### src/rtl/riscv_cbm_sched.sv
// In-order scheduler sharing one bit-serial CBM multiplier between both issue lanes.
// Ops are queued in a small FIFO, dispatched one at a time, and each result is held until writeback.
module riscv_cbm_sched #(
    parameter int QUEUE_DEPTH = 2,
    parameter int DATA_W      = 32
) (
    input  logic              clk_i,
    input  logic              rst_i,
    input  logic              lane0_valid_i,
    input  logic [DATA_W-1:0] lane0_ra_i,
    input  logic [DATA_W-1:0] lane0_rb_i,
    input  logic [4:0]        lane0_rd_idx_i,
    output logic              lane0_ready_o,
    input  logic              lane1_valid_i,
    input  logic [DATA_W-1:0] lane1_ra_i,
    input  logic [DATA_W-1:0] lane1_rb_i,
    input  logic [4:0]        lane1_rd_idx_i,
    output logic              lane1_ready_o,
    input  logic              flush_i,
    output logic              cbm_valid_o,
    output logic [DATA_W-1:0] cbm_ra_o,
    output logic [DATA_W-1:0] cbm_rb_o,
    output logic [4:0]        cbm_rd_idx_o,
    input  logic              cbm_busy_i,
    input  logic              cbm_result_valid_i,
    input  logic [DATA_W-1:0] cbm_result_i,
    output logic              wb_valid_o,
    output logic [4:0]        wb_rd_idx_o,
    output logic [DATA_W-1:0] wb_value_o,
    input  logic              wb_accept_i,
    output logic [31:0]       pending_rd_o,
    output logic              idle_o
);

    localparam int PW = $clog2(QUEUE_DEPTH);
    localparam int CW = PW + 1;

    typedef enum logic [1:0] {
        S_IDLE  = 2'd0,
        S_BUSY  = 2'd1,
        S_DRAIN = 2'd2
    } state_t;

    state_t r_state;
    state_t w_state_next;

    logic [DATA_W-1:0]      r_ra_mem [QUEUE_DEPTH];
    logic [DATA_W-1:0]      r_rb_mem [QUEUE_DEPTH];
    logic [4:0]             r_rd_mem [QUEUE_DEPTH];
    logic [QUEUE_DEPTH-1:0] r_vld;
    logic [PW-1:0]          r_rd_ptr;
    logic [PW-1:0]          r_wr_ptr;
    logic [CW-1:0]          r_count;

    logic [4:0]             r_rd_q;
    logic                   r_wb_valid;
    logic [4:0]             r_wb_rd;
    logic [DATA_W-1:0]      r_wb_value;

    logic [CW-1:0]          w_free;
    logic                   w_lane0_ready;
    logic                   w_lane1_ready;
    logic                   w_push0;
    logic                   w_push1;
    logic [PW-1:0]          w_wr_ptr1;
    logic                   w_dispatch;
    logic                   w_wb_load;
    logic [31:0]            w_fifo_mask [QUEUE_DEPTH];
    logic [31:0]            w_fifo_pending;

    // Ready never counts the slot freed by a same-cycle pop, keeping it independent of dispatch.
    assign w_free        = CW'(QUEUE_DEPTH) - r_count;
    assign w_lane0_ready = !rst_i && !flush_i && (w_free >= CW'(1));
    assign w_lane1_ready = !rst_i && !flush_i && (w_free >= (lane0_valid_i ? CW'(2) : CW'(1)));

    assign w_push0   = lane0_valid_i && w_lane0_ready && (lane0_rd_idx_i != 5'd0);
    assign w_push1   = lane1_valid_i && w_lane1_ready && (lane1_rd_idx_i != 5'd0);
    assign w_wr_ptr1 = r_wr_ptr + PW'(w_push0);

    assign w_dispatch = !rst_i && !flush_i && (r_state == S_IDLE) && (r_count != '0)
                        && !cbm_busy_i && (!r_wb_valid || wb_accept_i);

    always_comb begin
        w_state_next = r_state;
        w_wb_load    = 1'b0;
        case (r_state)
            S_IDLE: begin
                if (w_dispatch) w_state_next = S_BUSY;
            end
            S_BUSY: begin
                // A strobe coinciding with flush belongs to the squashed op.
                if (flush_i) begin
                    w_state_next = cbm_result_valid_i ? S_IDLE : S_DRAIN;
                end else if (cbm_result_valid_i) begin
                    w_state_next = S_IDLE;
                    w_wb_load    = 1'b1;
                end
            end
            S_DRAIN: begin
                if (cbm_result_valid_i) w_state_next = S_IDLE;
            end
            default: w_state_next = S_IDLE;
        endcase
    end

    always_ff @(posedge clk_i) begin
        if (w_push0) begin
            r_ra_mem[r_wr_ptr] <= lane0_ra_i;
            r_rb_mem[r_wr_ptr] <= lane0_rb_i;
            r_rd_mem[r_wr_ptr] <= lane0_rd_idx_i;
        end
        if (w_push1) begin
            r_ra_mem[w_wr_ptr1] <= lane1_ra_i;
            r_rb_mem[w_wr_ptr1] <= lane1_rb_i;
            r_rd_mem[w_wr_ptr1] <= lane1_rd_idx_i;
        end
    end

    always_ff @(posedge clk_i or posedge rst_i) begin
        if (rst_i) begin
            r_state    <= S_IDLE;
            r_vld      <= '0;
            r_rd_ptr   <= '0;
            r_wr_ptr   <= '0;
            r_count    <= '0;
            r_rd_q     <= '0;
            r_wb_valid <= 1'b0;
            r_wb_rd    <= '0;
            r_wb_value <= '0;
        end else begin
            r_state <= w_state_next;
            if (flush_i) begin
                r_vld    <= '0;
                r_rd_ptr <= '0;
                r_wr_ptr <= '0;
                r_count  <= '0;
            end else begin
                if (w_dispatch) r_vld[r_rd_ptr] <= 1'b0;
                if (w_push0)    r_vld[r_wr_ptr] <= 1'b1;
                if (w_push1)    r_vld[w_wr_ptr1] <= 1'b1;
                r_rd_ptr <= r_rd_ptr + PW'(w_dispatch);
                r_wr_ptr <= r_wr_ptr + PW'(w_push0) + PW'(w_push1);
                r_count  <= r_count + CW'(w_push0) + CW'(w_push1) - CW'(w_dispatch);
            end
            if (w_dispatch) r_rd_q <= r_rd_mem[r_rd_ptr];
            if (w_wb_load) begin
                r_wb_valid <= 1'b1;
                r_wb_rd    <= r_rd_q;
                r_wb_value <= cbm_result_i;
            end else if (wb_accept_i) begin
                r_wb_valid <= 1'b0;
            end
        end
    end

    generate
        for (genvar gi = 0; gi < QUEUE_DEPTH; gi++) begin : g_fifo_mask
            assign w_fifo_mask[gi] = r_vld[gi] ? (32'd1 << r_rd_mem[gi]) : 32'd0;
        end
    endgenerate

    always_comb begin
        w_fifo_pending = '0;
        for (int i = 0; i < QUEUE_DEPTH; i++) begin
            w_fifo_pending = w_fifo_pending | w_fifo_mask[i];
        end
    end

    assign pending_rd_o = w_fifo_pending
                        | ((r_state == S_BUSY) ? (32'd1 << r_rd_q) : 32'd0)
                        | (r_wb_valid ? (32'd1 << r_wb_rd) : 32'd0);

    assign lane0_ready_o = w_lane0_ready;
    assign lane1_ready_o = w_lane1_ready;
    assign cbm_valid_o   = w_dispatch;
    assign cbm_ra_o      = w_dispatch ? r_ra_mem[r_rd_ptr] : '0;
    assign cbm_rb_o      = w_dispatch ? r_rb_mem[r_rd_ptr] : '0;
    assign cbm_rd_idx_o  = w_dispatch ? r_rd_mem[r_rd_ptr] : '0;
    assign wb_valid_o    = r_wb_valid;
    assign wb_rd_idx_o   = r_wb_rd;
    assign wb_value_o    = r_wb_value;
    assign idle_o        = !rst_i && (r_count == '0) && (r_state == S_IDLE) && !r_wb_valid;

endmodule

### config.mk
export PLATFORM = sky130hd
export DESIGN_NAME = riscv_cbm_sched
export DESIGN_NICKNAME = d
export VERILOG_FILES = /design/src/rtl/riscv_cbm_sched.sv
export SDC_FILE = /design/constraint.sdc
export NUM_CORES = 1
export LEC_CHECK = 0
export BUFFER_PORTS_ARGS = -buffer_cell sky130_fd_sc_hd__buf_2
export CELL_PAD_IN_SITES_DETAIL_PLACEMENT = 0
export CELL_PAD_IN_SITES_GLOBAL_PLACEMENT = 1
export CORE_ASPECT_RATIO = 1.1
export CORE_MARGIN = 1.5
export CORE_UTILIZATION = 30
export DETAILED_ROUTE_END_ITERATION = 7
export PLACE_DENSITY_LB_ADDON = 0.05
export SYNTH_ARGS = -nofsm -noshare
export SYNTH_HDL_FRONTEND = slang
export SYNTH_SLANG_ARGS = --single-unit
export TNS_END_PERCENT = 50
### constraint.sdc
create_clock -name clk_i -period 5.88 [get_ports clk_i]
set_input_delay 1.176 -clock clk_i [delete_from_list [all_inputs] [get_ports clk_i]]
set_output_delay 1.176 -clock clk_i [all_outputs]
set_load 0.02 [all_outputs]
==> flow_summary.toml <==
[run_status]
status = "complete, no violations"

[power]
internal-power_mw = 2.50
cellPowerDensity_nw_per_um2 = 282
max_vdd_drop_mv = 0.174
switching_share_pct = 30.4
power.combinational.fraction_pct = 21.9
p_sw_mw = 1.09
clkPwrFrac_pct = 30.3
cellLeakagePower_nw = 5.20
power_frac_seq_pct = 47.8

[setup_path]
worst-path-stages = 6
crit_family = "buffers and inverters"
critical_path_top_delay_cell = "sky130_fd_sc_hd__buf_4"
critical_path.endpoint_type = "output pin"
timing.critical_path.buf_inv = 4
criticalPathCategory = "input port to output pin"
worst-path-max-fanout = 33
critical_path.max_stage_delay_ns = 0.47
start_kind = "input port"
critical-path-top-cell-by-count = "sky130_fd_sc_hd__buf_2"
crit_path_arrival_time_ns = 2.70
crit_chain = "buf_2 -> nor2_1 -> nand4_1 -> buf_4 -> inv_1 -> buf_2"
r2r.worst_path.cells = 10
critPathRequiredTime_ns = 4.70

[synth]
post_synth_inst_count = 779
synthFlopType = "sky130_fd_sc_hd__edfxtp_1"
yosys.area.top_type_share_pct = 40.5
synth_sequential_area_ratio_pct = 53.0
netlist_area_um2 = 10200
post_synth_most_frequent_cells = "156 x sky130_fd_sc_hd__mux2_2, 138 x sky130_fd_sc_hd__edfxtp_1, 86 x sky130_fd_sc_hd__nor2_1"
mappedNetlistNets = 968
synthesis.yosys.warnings = 0
post-synth-top-count-cell = "sky130_fd_sc_hd__mux2_2"
synth.top_cells.by_area = "sky130_fd_sc_hd__edfxtp_1 41%, sky130_fd_sc_hd__mux2_2 17%, sky130_fd_sc_hd__dfrtp_1 12%"
synth_area_per_cell_um2 = 13.1
postSynth.asyncResetShare_pct = 27.0
synth.ff_latch_count = 189
yosysUniqueCellTypes = 52
post-synth-top-area-cell = "sky130_fd_sc_hd__edfxtp_1"
number_of_enable_type_register_cells_in_the_synthesized_netlist = 138

[cts]
cts-buffers-inserted = 17
clk_path_buf_depth = 2
h_tree_lvls = 4
clock-sinks = 189
cts_hold_repair.buffers = 0
cts.root.buffer_cell = "sky130_fd_sc_hd__clkbuf_16"
cts_setup_buffers = 0
ctsResizeCount = 0
cts_tree = "built"
clk_transition_reported_paths_ns = 0.07
clock_insertion_delay_worst_skew_ns = 0.44

[drt]
number_of_iterations_in_the_first_detailed_routing_pass = 7
drt_wl_total_um = 30200
postRouteAntennaNets = 0
routed_via_density = 4.95
drc_errors = 0
routed_wire_length_per_instance_um = 19.8
dr_total_vias = 7555
initialDrtViolationCount = 395

[timing]
setup_tns_ns = 0
whs_ns = 0.501
timing_worst_slew_pin_value_ns = 1.09
fin_crit_sh_pct = 66.0
setup-violations-final = 0
report.final.hold_viol_count = 0
slew_viol_final = 0
rsz0062_at_grt = "no"
timing.max_slew.rel_slack_pct = 27.6
min_clock_period_post_route_ns = 3.88
clock-skew-final_ns = 0.0190
max_clock_freq_mhz = 258

[global_route]
grt.total_usage_pct = 17.1
grt_remaining_overflow = 0
grt_pass1_vias = 7615
grt_max_degree = 56
grt_first_pass_wirelength_um = 44800
initial_antenna_violation_count = 12

[run]
max_cap_violations = 0

[worst_hold_path]
min_delay_path_depth = 1
timing.hold.worst.class = "register to register"

[layout]
final_instance_area_um2 = 12800
nNetsFinal = 1268
drive_gt1_share_pct = 50.2
syn_to_final_growth_pct = 25.0
n_fill_cell = 3321
stdcell_count = 1526

[placement]
port-buffer-count = 320
detailedPlacementHpwl_um = 20900
place.gp.congestion = 0.831
place_area_um2 = 12200
placedCellCount = 1492

[die]
floorplan.die.height_um = 197
design.die.area_um2 = 35200
io_pins = 321
die_width_um = 179
placeableCoreArea_um2 = 33400
floorplan.rows = 70
initial_core_util_pct = 30.6
==> routing by layer <==
layer | GRT usage [%] | part of all wire [%]
met5 | 0 | 0.38
met4 | 5.46 | 1.8
met3 | 6.10 | 8.8
met2 | 28.8 | 49
met1 | 20.1 | 40
==> cells in the final DEF, fill, tap and decap left out, types with 5 or more instances in the layout <==
| cell | count |
|---|---|
| sky130_fd_sc_hd__buf_2 | 320 |
| sky130_fd_sc_hd__a32oi_1 | 5 |
| sky130_fd_sc_hd__clkbuf_16 | 17 |
| sky130_fd_sc_hd__mux2_4 | 19 |
| sky130_fd_sc_hd__a22oi_1 | 17 |
| sky130_fd_sc_hd__buf_4 | 6 |
| sky130_fd_sc_hd__nor3_1 | 8 |
| sky130_fd_sc_hd__o221ai_1 | 5 |
| sky130_fd_sc_hd__and2_1 | 10 |
| sky130_fd_sc_hd__dfrtp_1 | 50 |
| sky130_fd_sc_hd__edfxtp_1 | 138 |
| sky130_fd_sc_hd__mux2_2 | 156 |
| sky130_fd_sc_hd__mux2i_1 | 69 |
| sky130_fd_sc_hd__nand2b_1 | 8 |
| sky130_fd_sc_hd__o21ai_0 | 7 |
| sky130_fd_sc_hd__a21o_1 | 5 |
| sky130_fd_sc_hd__nor3b_1 | 5 |
| sky130_fd_sc_hd__nand2_1 | 27 |
| sky130_fd_sc_hd__o211ai_1 | 21 |
| sky130_fd_sc_hd__inv_1 | 18 |
| sky130_fd_sc_hd__and3b_1 | 5 |
| sky130_fd_sc_hd__nand3_1 | 5 |
| sky130_fd_sc_hd__nor2b_1 | 14 |
| sky130_fd_sc_hd__a222oi_1 | 6 |
| sky130_fd_sc_hd__nor2_1 | 86 |
| sky130_fd_sc_hd__ha_1 | 6 |
==> registers in the layout (all words and copies together), names as in the netlist <==
name	flops
r_rd_ptr	1
r_rb_mem	64
r_vld	2
wb_value_o	32
r_rd_mem	10
wb_rd_idx_o	5
r_state	2
r_rd_q	5
wb_valid_o	1
r_ra_mem	64
r_wr_ptr	1
r_count	2
==> worst register-to-register path: cells and delay by family, from the launching register on <==
kind,cells,cell delay [ns]
adders and majority gates,3,1.01
buffers and inverters,4,0.66
and+or+nand+nor,1,0.54
muxes,1,0.46
DFF,1,0.38
AOI/OAI and AO/OA,1,0.08
==> kinds of logic (layout without fill, tap and decap cells) <==
family          Yosys count  in the layout  synth area share, %
mux                     244            244                 26.7
flops                   189            189                 53.0
simple gates            185            185                 8.99
compound gates           78             78                 5.83
buf+inv                  69            382                 3.59
fa+ha+maj                11             11                 1.57
xor+xnor                  3              3                0.257
other cells               0              2                    0
==> area by class of cell <==
class                           count  area, um^2  area share [%]
Antenna cell                        2        5.00          0.0392
Clock buffer                       18         429            3.36
Clock inverter                     14         110           0.862
Inverter                           20        75.1           0.588
Multi-Input combinational cell    521        4460            34.9
Sequential cell                   189        5420            42.5
Tap cell                          432         541            4.23
Timing Repair Buffer              330        1730            13.5
==> per-stage QoR <==
step                      setup WS [ns]  power (mW)  util, %
after global placement             1.60        2.55     36.7
after global routing               1.80        3.78     38.3
after detailed placement           1.55        2.54     36.7
after floorplan                    1.47        2.23        -
final                              2.00        3.60     38.3
after CTS                          1.92        3.66     38.3
==> worst paths after layout <==
check,slack [ns],to,startpoint
setup / recovery,2.00,cbm_valid_o,flush_i
hold / removal,0.50,wb_value_o[20],wb_value_o[20]
setup reg to reg,2.49,r_rb_mem[0][30],r_count[0]
hold reg to reg,0.50,wb_value_o[20],wb_value_o[20]
max in group asynchronous,4.39,wb_value_o[23],rst_i
min in group asynchronous,0.70,r_count[0],rst_i
==> power by group through the flow <==
stage	clock, mW	sequential, mW	combinational [mW]
2_1_floorplan	0	1.82	0.413
3_3_place_gp	0	1.75	0.800
3_5_place_dp	0	1.75	0.795
4_1_cts	1.13	1.72	0.801
5_1_grt	1.19	1.74	0.859
6_report	1.09	1.72	0.789
No activity file was read; power rests on OpenSTA's default activity.
